[src/rtl/writeback_unit_pkg.sv]
// writeback_unit_pkg: shared register-file constants and writeback source select
package writeback_unit_pkg;
  localparam int REG_DATA_W = 64;
  localparam int REG_ADDR_W = 5;
  localparam int XZR_IDX = 31;
  localparam int WB_FIFO_DEPTH = 4;
  localparam int WB_STARVE_LIMIT = 4;
  typedef enum logic [1:0] {SRC_NONE, SRC_ALU, SRC_FIFO} wb_src_e;
endpackage

[src/rtl/writeback_unit_fifo.sv]
// wb_fifo: load-result FIFO exposing every slot and its valid bit for forwarding
module wb_fifo
  import writeback_unit_pkg::*;
#(
  parameter int DATA_W = REG_DATA_W,
  parameter int ADDR_W = REG_ADDR_W,
  parameter int DEPTH = WB_FIFO_DEPTH,
  localparam int PW = $clog2(DEPTH),
  localparam int CW = PW + 1
) (
  input  logic                           clk,
  input  logic                           rst,
  input  logic                           push,
  input  logic                           pop,
  input  logic [ADDR_W-1:0]              push_reg,
  input  logic [DATA_W-1:0]              push_data,
  output logic                           full,
  output logic                           empty,
  output logic [CW-1:0]                  count,
  output logic [PW-1:0]                  rd_ptr,
  output logic [DEPTH-1:0][ADDR_W-1:0]   ent_reg,
  output logic [DEPTH-1:0][DATA_W-1:0]   ent_data,
  output logic [DEPTH-1:0]               ent_valid
);
  logic [PW-1:0] wr_ptr;
  logic do_push, do_pop;
  assign full = count == CW'(DEPTH);
  assign empty = count == '0;
  assign do_push = push && !full;
  assign do_pop = pop && !empty;
  always_ff @(posedge clk) begin
    if (rst) begin
      wr_ptr <= '0;
      rd_ptr <= '0;
      count <= '0;
    end else begin
      if (do_push) begin
        ent_reg[wr_ptr] <= push_reg;
        ent_data[wr_ptr] <= push_data;
        wr_ptr <= wr_ptr + 1'b1;
      end
      if (do_pop) rd_ptr <= rd_ptr + 1'b1;
      count <= count + CW'(do_push) - CW'(do_pop);
    end
  end
  for (genvar g = 0; g < DEPTH; g++) begin : g_valid
    assign ent_valid[g] = {1'b0, PW'(g) - rd_ptr} < count;
  end
endmodule

[src/rtl/writeback_unit.sv]
// writeback_unit: merges ALU and queued load results onto the register-file write port
module writeback_unit
  import writeback_unit_pkg::*;
#(
  parameter int DATA_W = REG_DATA_W,
  parameter int ADDR_W = REG_ADDR_W,
  parameter int DEPTH = WB_FIFO_DEPTH,
  parameter int STARVE_LIMIT = WB_STARVE_LIMIT
) (
  input  logic                     write_clk,
  input  logic                     reset,
  input  logic                     alu_valid,
  output logic                     alu_ready,
  input  logic [ADDR_W-1:0]        alu_reg,
  input  logic [DATA_W-1:0]        alu_data,
  input  logic                     mem_valid,
  output logic                     mem_ready,
  input  logic [ADDR_W-1:0]        mem_reg,
  input  logic [DATA_W-1:0]        mem_data,
  output logic                     regWrite,
  output logic [ADDR_W-1:0]        write_reg,
  output logic [DATA_W-1:0]        write_data,
  input  logic [ADDR_W-1:0]        fwd_reg,
  output logic                     fwd_hit,
  output logic [DATA_W-1:0]        fwd_data,
  output logic [$clog2(DEPTH):0]   pending
);
  localparam int PW = $clog2(DEPTH);
  localparam int SW = $clog2(STARVE_LIMIT + 1);
  logic full, empty, alu_take, pop;
  logic [PW-1:0] rd_ptr, idx;
  logic [DEPTH-1:0][ADDR_W-1:0] ent_reg;
  logic [DEPTH-1:0][DATA_W-1:0] ent_data;
  logic [DEPTH-1:0] ent_valid;
  logic [SW-1:0] starve_cnt;
  logic [ADDR_W-1:0] nxt_reg;
  logic [DATA_W-1:0] nxt_data;
  wb_src_e src;
  wb_fifo #(.DATA_W(DATA_W), .ADDR_W(ADDR_W), .DEPTH(DEPTH)) u_fifo (
    .clk(write_clk), .rst(reset), .push(mem_valid && mem_ready), .pop(pop),
    .push_reg(mem_reg), .push_data(mem_data), .full(full), .empty(empty),
    .count(pending), .rd_ptr(rd_ptr), .ent_reg(ent_reg), .ent_data(ent_data),
    .ent_valid(ent_valid)
  );
  assign mem_ready = !full;
  // A saturated starve counter blocks the ALU, so the forced drain falls out of the FIFO-when-idle path
  always_comb begin
    alu_ready = starve_cnt != SW'(STARVE_LIMIT);
    alu_take = alu_valid && alu_ready;
    pop = !empty && !alu_take;
    src = alu_take ? SRC_ALU : pop ? SRC_FIFO : SRC_NONE;
    nxt_reg = alu_take ? alu_reg : ent_reg[rd_ptr];
    nxt_data = alu_take ? alu_data : ent_data[rd_ptr];
  end
  always_ff @(posedge write_clk) begin
    if (reset) begin
      regWrite <= 1'b0;
      write_reg <= '0;
      write_data <= '0;
      starve_cnt <= '0;
    end else begin
      regWrite <= src != SRC_NONE && nxt_reg != ADDR_W'(XZR_IDX);
      if (src != SRC_NONE) begin
        write_reg <= nxt_reg;
        write_data <= nxt_data;
      end
      starve_cnt <= (empty || pop) ? '0 : starve_cnt + SW'(alu_ready);
    end
  end
  // Output register first, then FIFO oldest to newest so the youngest match wins
  always_comb begin
    fwd_hit = 1'b0;
    fwd_data = '0;
    idx = '0;
    if (regWrite && write_reg == fwd_reg) begin
      fwd_hit = 1'b1;
      fwd_data = write_data;
    end
    for (int i = 0; i < DEPTH; i++) begin
      idx = rd_ptr + i[PW-1:0];
      if (ent_valid[idx] && ent_reg[idx] == fwd_reg) begin
        fwd_hit = 1'b1;
        fwd_data = ent_data[idx];
      end
    end
    if (fwd_reg == ADDR_W'(XZR_IDX)) begin
      fwd_hit = 1'b0;
      fwd_data = '0;
    end
  end
endmodule
[config.mk]
export PLATFORM = sky130hd
export DESIGN_NAME = writeback_unit
export DESIGN_NICKNAME = d
export VERILOG_FILES = /design/src/rtl/writeback_unit_pkg.sv /design/src/rtl/writeback_unit_fifo.sv /design/src/rtl/writeback_unit.sv
export SDC_FILE = /design/constraint.sdc
export NUM_CORES = 1
export LEC_CHECK = 0
export CAP_MARGIN = 20
export CORE_MARGIN = 4
export CORE_UTILIZATION = 61
export DETAILED_ROUTE_END_ITERATION = 8
export PLACE_DENSITY_LB_ADDON = 0.15
export SLEW_MARGIN = 20
export SYNTH_ARGS = -nofsm -noshare
export SYNTH_HDL_FRONTEND = slang
export SYNTH_SLANG_ARGS = --single-unit
[constraint.sdc]
create_clock -name write_clk -period 11.1 [get_ports write_clk]
set_input_delay 2.775 -clock write_clk [delete_from_list [all_inputs] [get_ports write_clk]]
set_output_delay 2.775 -clock write_clk [all_outputs]
set_load 0.02 [all_outputs]
==> results of run 1 <==
## path summary, 6_finish.rpt
path,from,to,depth (start not counted)
hold reg to reg,u_fifo.wr_ptr[1]$_SDFFE_PP0P_,u_fifo.wr_ptr[1]$_SDFFE_PP0P_,2
setup / recovery,fwd_reg[3],fwd_data[1],8
setup reg to reg,u_fifo.rd_ptr[0]$_SDFFE_PP0P_,write_data[61]$_SDFFE_PP0P_,5
hold / removal,u_fifo.wr_ptr[1]$_SDFFE_PP0P_,u_fifo.wr_ptr[1]$_SDFFE_PP0P_,2
## layout make-up
type	instances	area, µm²
diodes	4	10.01
clock buffers	56	1122
clock inverters	14	137.6
fillers	2385	9296
inverters	73	276.5
multi-input cells	1126	11360
flip-flops and latches	356	9897
well taps	461	576.8
repair buffers	317	3156
## layout by cell type, fill, tap and decap left out, types with 6 or more instances in the layout
| cell | count |
|---|---|
| a22oi_1 | 63 |
| xnor2_1 | 18 |
| mux4_2 | 142 |
| clkbuf_1 | 11 |
| buf_4 | 27 |
| clkdlybuf4s50_1 | 285 |
| and2_1 | 67 |
| nor2_1 | 144 |
| a221oi_2 | 49 |
| clkinv_1 | 6 |
| edfxtp_1 | 276 |
| nor4_1 | 6 |
| inv_1 | 71 |
| nor3_1 | 6 |
| dfxtp_1 | 78 |
| ha_1 | 12 |
| a211oi_1 | 69 |
| clkbuf_16 | 41 |
| xor2_1 | 13 |
| a221oi_1 | 15 |
| o221ai_1 | 68 |
| mux2i_1 | 331 |
| nand4_1 | 63 |
## logic make-up (layout without fill, tap and decap cells)
group                      count (synthesis)  count (layout)  synth area share
muxes                                    476             476            0.2932
DFF                                      356             356            0.4430
and+or+nand+nor                          323             323           0.07448
AOI/OAI and AO/OA                        280             280            0.1152
buffers and inverters                    254             460           0.05251
xor gates and xnor gates                  34              34           0.01401
adders and majority gates                 13              13          0.007622
other                                      0               4                 0
## where the power goes
part	total (W)	switching, W	internal (W)
sequential	0.00169	0.000128	0.00156
combinational	0.00253	0.00141	0.00111
clock	0.00129	0.000520	0.000771
total	0.00550	0.00206	0.00344
## tightest hold or removal path, stage by stage, from the launching register on
cell,delay (ns)
dfxtp_1,0.34
nand2_1,0.06
a21oi_1,0.05
## through the flow
stage | hold slack [ns] | instances | power, W | cell area, µm²
after floorplan | 0.4692 | 1736 | 0.003479 | 22330
after global placement | 0.4890 | 2331 | 0.004156 | 25220
after detailed placement | 0.4951 | 2331 | 0.004200 | 25220
after CTS | 0.5028 | 2401 | 0.005490 | 26480
after global routing | 0.5363 | 2407 | 0.005737 | 26530
final | 0.5016 | 2407 | 0.005504 | 26530
## layer usage
layer	routed length, µm	share of wire	global-route usage	up-vias
met4	1873	0.029	0.1069	12
met1	24380	0.38	0.4310	8420
met3	7026	0.11	0.07486	154
met2	30980	0.48	0.5124	1024
li1	-	-	-	7312
met5	69	0.0011	0	-
==> impl_metrics.json, run 1 <==
{
  "drt_iter0_drc": 1751,
  "clock.fmax_mhz": 107.3,
  "critPathKind": "in2out",
  "slowest_stage": "clkdlybuf4s50_1",
  "postCtsSetupBuffers": 0,
  "drc": 0,
  "start_util": 0.6231,
  "worst_ep_required_time_ns": 8.33,
  "cp_max_fo": 30,
  "drv_slew": 0,
  "worstSetupEndpointType": "output port",
  "clockBufferDepth": 3,
  "powerDensity_nw_per_um2": 207.5,
  "insertion_delay_ns": 0.53,
  "placeableCoreArea_um2": 35830,
  "numCtsBuffers": 40,
  "outcome": "finished, final reports clean",
  "hp-class": "reg2reg",
  "worst_slack_ns": 1.784,
  "synth_top_cell_by_area": "edfxtp_1",
  "synth_common_cells": "mux2i_1, edfxtp_1, nor2_1",
  "yosys-top-cells-area": "edfxtp_1, mux2i_1, mux4_2",
  "cts.clk_slew.worst_paths_ns": 0.06,
  "hold_violations": 0,
  "layout-drive-gt1-share": 0.1576,
  "synth_seq_area_share": 0.4430,
  "ys_types": 56,
  "tns_ns": 0,
  "clock-sinks": 356,
  "pre_cts_ws_ns": 1.815,
  "max_stage_delay_ns": 0.76,
  "syn_area_um2": 22330,
  "largest_reg_flops": 256,
  "die_y_um": 199.3,
  "cp.arrival_ns": 6.54,
  "drt_wl_total_mm": 64.33,
  "ir_drop_uv": 196.2,
  "synth_edf_count": 276,
  "final_util": 0.7405,
  "vias": 16922,
  "synth.avg_cell_area_um2": 12.86,
  "synthToLayoutAreaGrowth_pct": 18.84,
  "syn-num-nets": 1896,
  "cpLargestDelayFamily": "buffers and inverters",
  "cts_tree": "done",
  "dieArea_um2": 39720,
  "post-route-period-util": 0.8393,
  "drtAntennaViolNets": 0,
  "ff2ff_setup_slack_ns": 7.42,
  "cts_max_level": 2,
  "relSlewSlack": 0.2487,
  "yosys.cell_count.top_type": "mux2i_1",
  "nets": 2074,
  "crit_buf_inv": 3,
  "ys.flop_type": "edfxtp_1",
  "rows": 69,
  "cts_hold_buf": 0,
  "grtUsageTotal": 0.3181,
  "async_reset_ff_frac": 0,
  "synth-warning-count": 0,
  "setup_violations": 0,
  "synthDominantCellAreaShare": 0.3712,
  "drv_cap": 0,
  "dr.pass1.iters": 5,
  "grt_pass1_wl_mm": 98.85,
  "wl_per_cell_um": 26.72,
  "path_cells": "clkdlybuf4s50_1 -> xnor2_1 -> nor3_2 -> o221a_2 -> buf_4 -> o221ai_1 -> a221oi_1 -> clkdlybuf4s50_1",
  "clock_skew_ns": 0.01038,
  "cts-root-buf": "clkbuf_16",
  "leakagePower_nw": 8.998,
  "io_buffers": 286,
  "die_w_um": 199.3,
  "fin_crit_ns": 9.316,
  "ios": 287,
  "overflow": 0,
  "ys_seq_elements": 356,
  "gp_congestion": 0.8374,
  "grt_pass1_vias": 17102,
  "postCtsResizedCells": 0,
  "worst_pin_slew_ns": 1.127,
  "grt_setup_unrepaired": "false",
  "antenna_found_initial": 10,
  "crit_top_cell": "clkdlybuf4s50_1",
  "grt_max_degree": 132,
  "dpl.hpwl_mm": 38.45,
  "postSynthCellCount": 1736,
  "worst_setup_path_start_kind": "primary input",
  "viasPerCell": 7.030
}
No activity file was read; power rests on OpenSTA's default activity.
==> inputs of run 2 (changes only) <==
--- a/config.mk
+++ b/config.mk
@@ -7,7 +7,7 @@
 export LEC_CHECK = 0
 export CAP_MARGIN = 20
 export CORE_MARGIN = 4
-export CORE_UTILIZATION = 61
+export CORE_UTILIZATION = 51
 export DETAILED_ROUTE_END_ITERATION = 8
 export PLACE_DENSITY_LB_ADDON = 0.15
 export SLEW_MARGIN = 20
==> constraint.sdc (replaced) <==
create_clock -name write_clk -period 7.7 [get_ports write_clk]
set_input_delay 1.925 -clock write_clk [delete_from_list [all_inputs] [get_ports write_clk]]
set_output_delay 1.925 -clock write_clk [all_outputs]
set_load 0.02 [all_outputs]
==> run 2 against run 1 <==
Compared with the run above:
- sequential share of layout area shrank 0.44 points
- wire length increased by 4.7%
- sequential power rose by 43%
- via count down 0.87%
- non-clock buffer count up 4
- flip-flop and latch count unchanged
- largest power group unchanged
==> impl_metrics.json, run 2 (synthesis results as in run 1) <==
{
  "gp_congestion": 0.8205,
  "cts_max_level": 2,
  "min_from": "u_fifo.wr_ptr[1]$_SDFFE_PP0P_",
  "setup.worst_path.start": "fwd_reg[4]",
  "cts_tree": "done",
  "critPathKind": "in2out",
  "largest_reg_flops": 256,
  "fillCellCount": 3406,
  "drt_wl_total_mm": 67.32,
  "overflow": 0,
  "grtUsageTotal": 0.2787,
  "worst_slack_ns": 0.4923,
  "placeableCoreArea_um2": 43170,
  "ir_drop_uv": 299.9,
  "io_buffers": 286,
  "clock_skew_ns": 0.02065,
  "grt_pass1_wl_mm": 102.5,
  "grt_setup_unrepaired": "false",
  "hold_depth": 2,
  "outcome": "finished, final reports clean",
  "grt_max_degree": 136,
  "layout.cells.most_common": "mux2i_1",
  "cts.clk_slew.worst_paths_ns": 0.05,
  "ff2ff_path_depth": 5,
  "p_clk_frac": 0.240,
  "drtAntennaViolNets": 0,
  "drv_slew": 0,
  "max_stage_delay_ns": 0.76,
  "postCtsSetupBuffers": 0,
  "insertion_delay_ns": 0.57,
  "wl_per_cell_um": 26.50,
  "clock-sinks": 356,
  "drt_iter0_drc": 1549,
  "cp.arrival_ns": 5.28,
  "grt_pass1_vias": 17199,
  "dr.pass1.iters": 5,
  "dieArea_um2": 47190,
  "worstSetupEndpointType": "output port",
  "drc": 0,
  "rows": 76,
  "final_util": 0.6219,
  "drv_cap": 0,
  "cts-root-buf": "clkbuf_16",
  "p_int_w": 0.005005,
  "vias": 16775,
  "setup_violations": 0,
  "clock.fmax_mhz": 138.7,
  "comb_power_share": 0.461,
  "pre_cts_ws_ns": 0.5491,
  "grt_util_met3": 0.06339,
  "layout-drive-gt1-share": 0.1635,
  "grt.busiest_layer": "met2",
  "seqPwrFrac": 0.299,
  "place_inst": 2461,
  "numCtsBuffers": 41,
  "leakagePower_nw": 9.081,
  "switchingPower_w": 0.003072,
  "rr_startpoint": "u_fifo.rd_ptr[0]$_SDFFE_PP0P_",
  "die_y_um": 217.2,
  "worst_setup_path_start_kind": "primary input",
  "clockBufferDepth": 3,
  "synthToLayoutAreaGrowth_pct": 20.27,
  "postCtsResizedCells": 0,
  "crit_top_cell": "clkdlybuf4s50_1",
  "ios": 287,
  "die_w_um": 217.2,
  "dpl.hpwl_mm": 40.40,
  "post-route-period-util": 0.9361,
  "swShare": 0.3803,
  "cp_max_fo": 19,
  "worst_ep_required_time_ns": 5.78,
  "path_cells": "clkdlybuf4s50_1 -> xnor2_1 -> nor3_2 -> o221a_4 -> buf_4 -> o221ai_1 -> a221oi_2 -> clkdlybuf4s50_1",
  "hold_violations": 0,
  "finalNonFillerCells": 2540,
  "hp-class": "reg2reg",
  "tns_ns": 0,
  "globalRouteMet1Util": 0.3713,
  "final_cell_mix": "mux2i_1, clkdlybuf4s50_1, edfxtp_1, nor2_1, mux4_2",
  "nets": 2079,
  "start_util": 0.5171,
  "antenna_found_initial": 12,
  "use_met2": 0.4509,
  "viasPerCell": 6.604,
  "slowest_stage": "clkdlybuf4s50_1",
  "fin_crit_ns": 7.208,
  "worst_pin_slew_ns": 1.044,
  "cts_hold_buf": 0,
  "powerDensity_nw_per_um2": 300.8,
  "relSlewSlack": 0.3042
}
==> run 2: worst paths after layout <==
check | to | slack, ns
setup / recovery | fwd_data[49] | 0.49
hold reg to reg | u_fifo.wr_ptr[1]$_SDFFE_PP0P_ | 0.52
setup reg to reg | write_data[13]$_SDFFE_PP0P_ | 4.26
hold / removal | u_fifo.wr_ptr[1]$_SDFFE_PP0P_ | 0.52
==> run 2: per-stage QoR <==
stage	power (W)	instance area (µm²)	hold WS (ns)
floorplan	0.005015	22330	0.4692
global placement	0.006092	25530	0.4811
detailed placement	0.006141	25530	0.5030
CTS	0.008087	26840	0.5108
global route	0.008430	26850	0.5456
finish	0.008077	26850	0.5183
==> run 2: power by group through the flow <==
| stage | sequential (W) | clock, W | combinational (W) |
|---|---|---|---|
| final | 0.00242 | 0.00194 | 0.00373 |
| after global routing | 0.00244 | 0.00204 | 0.00395 |
| after CTS | 0.00241 | 0.00197 | 0.00371 |
| after detailed placement | 0.00245 | 0 | 0.00369 |
| after global placement | 0.00244 | 0 | 0.00365 |
| after floorplan | 0.00246 | 0 | 0.00256 |
==> run 2: layout make-up <==
cell class	count	area, µm²	share of cell area
flip-flops and latches	356	9897	0.3686
clock inverters	25	234.0	0.008714
well taps	585	732.0	0.02726
diodes	4	10.01	0.0003728
repair buffers	321	3248	0.1210
multi-input cells	1126	11370	0.4236
clock buffers	50	1080	0.04022
inverters	73	276.5	0.01030
==> run 2: per-layer routing <==
metal  wire [µm]  share of wire
met4        2078          0.031
met2       31840           0.47
met1       27350           0.41
met3        5940          0.088
met5         106         0.0016
==> run 2: worst max-delay path, delay by kind of cell <==
| kind | cells | cell delay (ns) |
|---|---|---|
| buffers and inverters | 3 | 1.81 |
| AOI/OAI and AO/OA | 3 | 0.98 |
| and+or+nand+nor | 1 | 0.34 |
| xor gates and xnor gates | 1 | 0.21 |
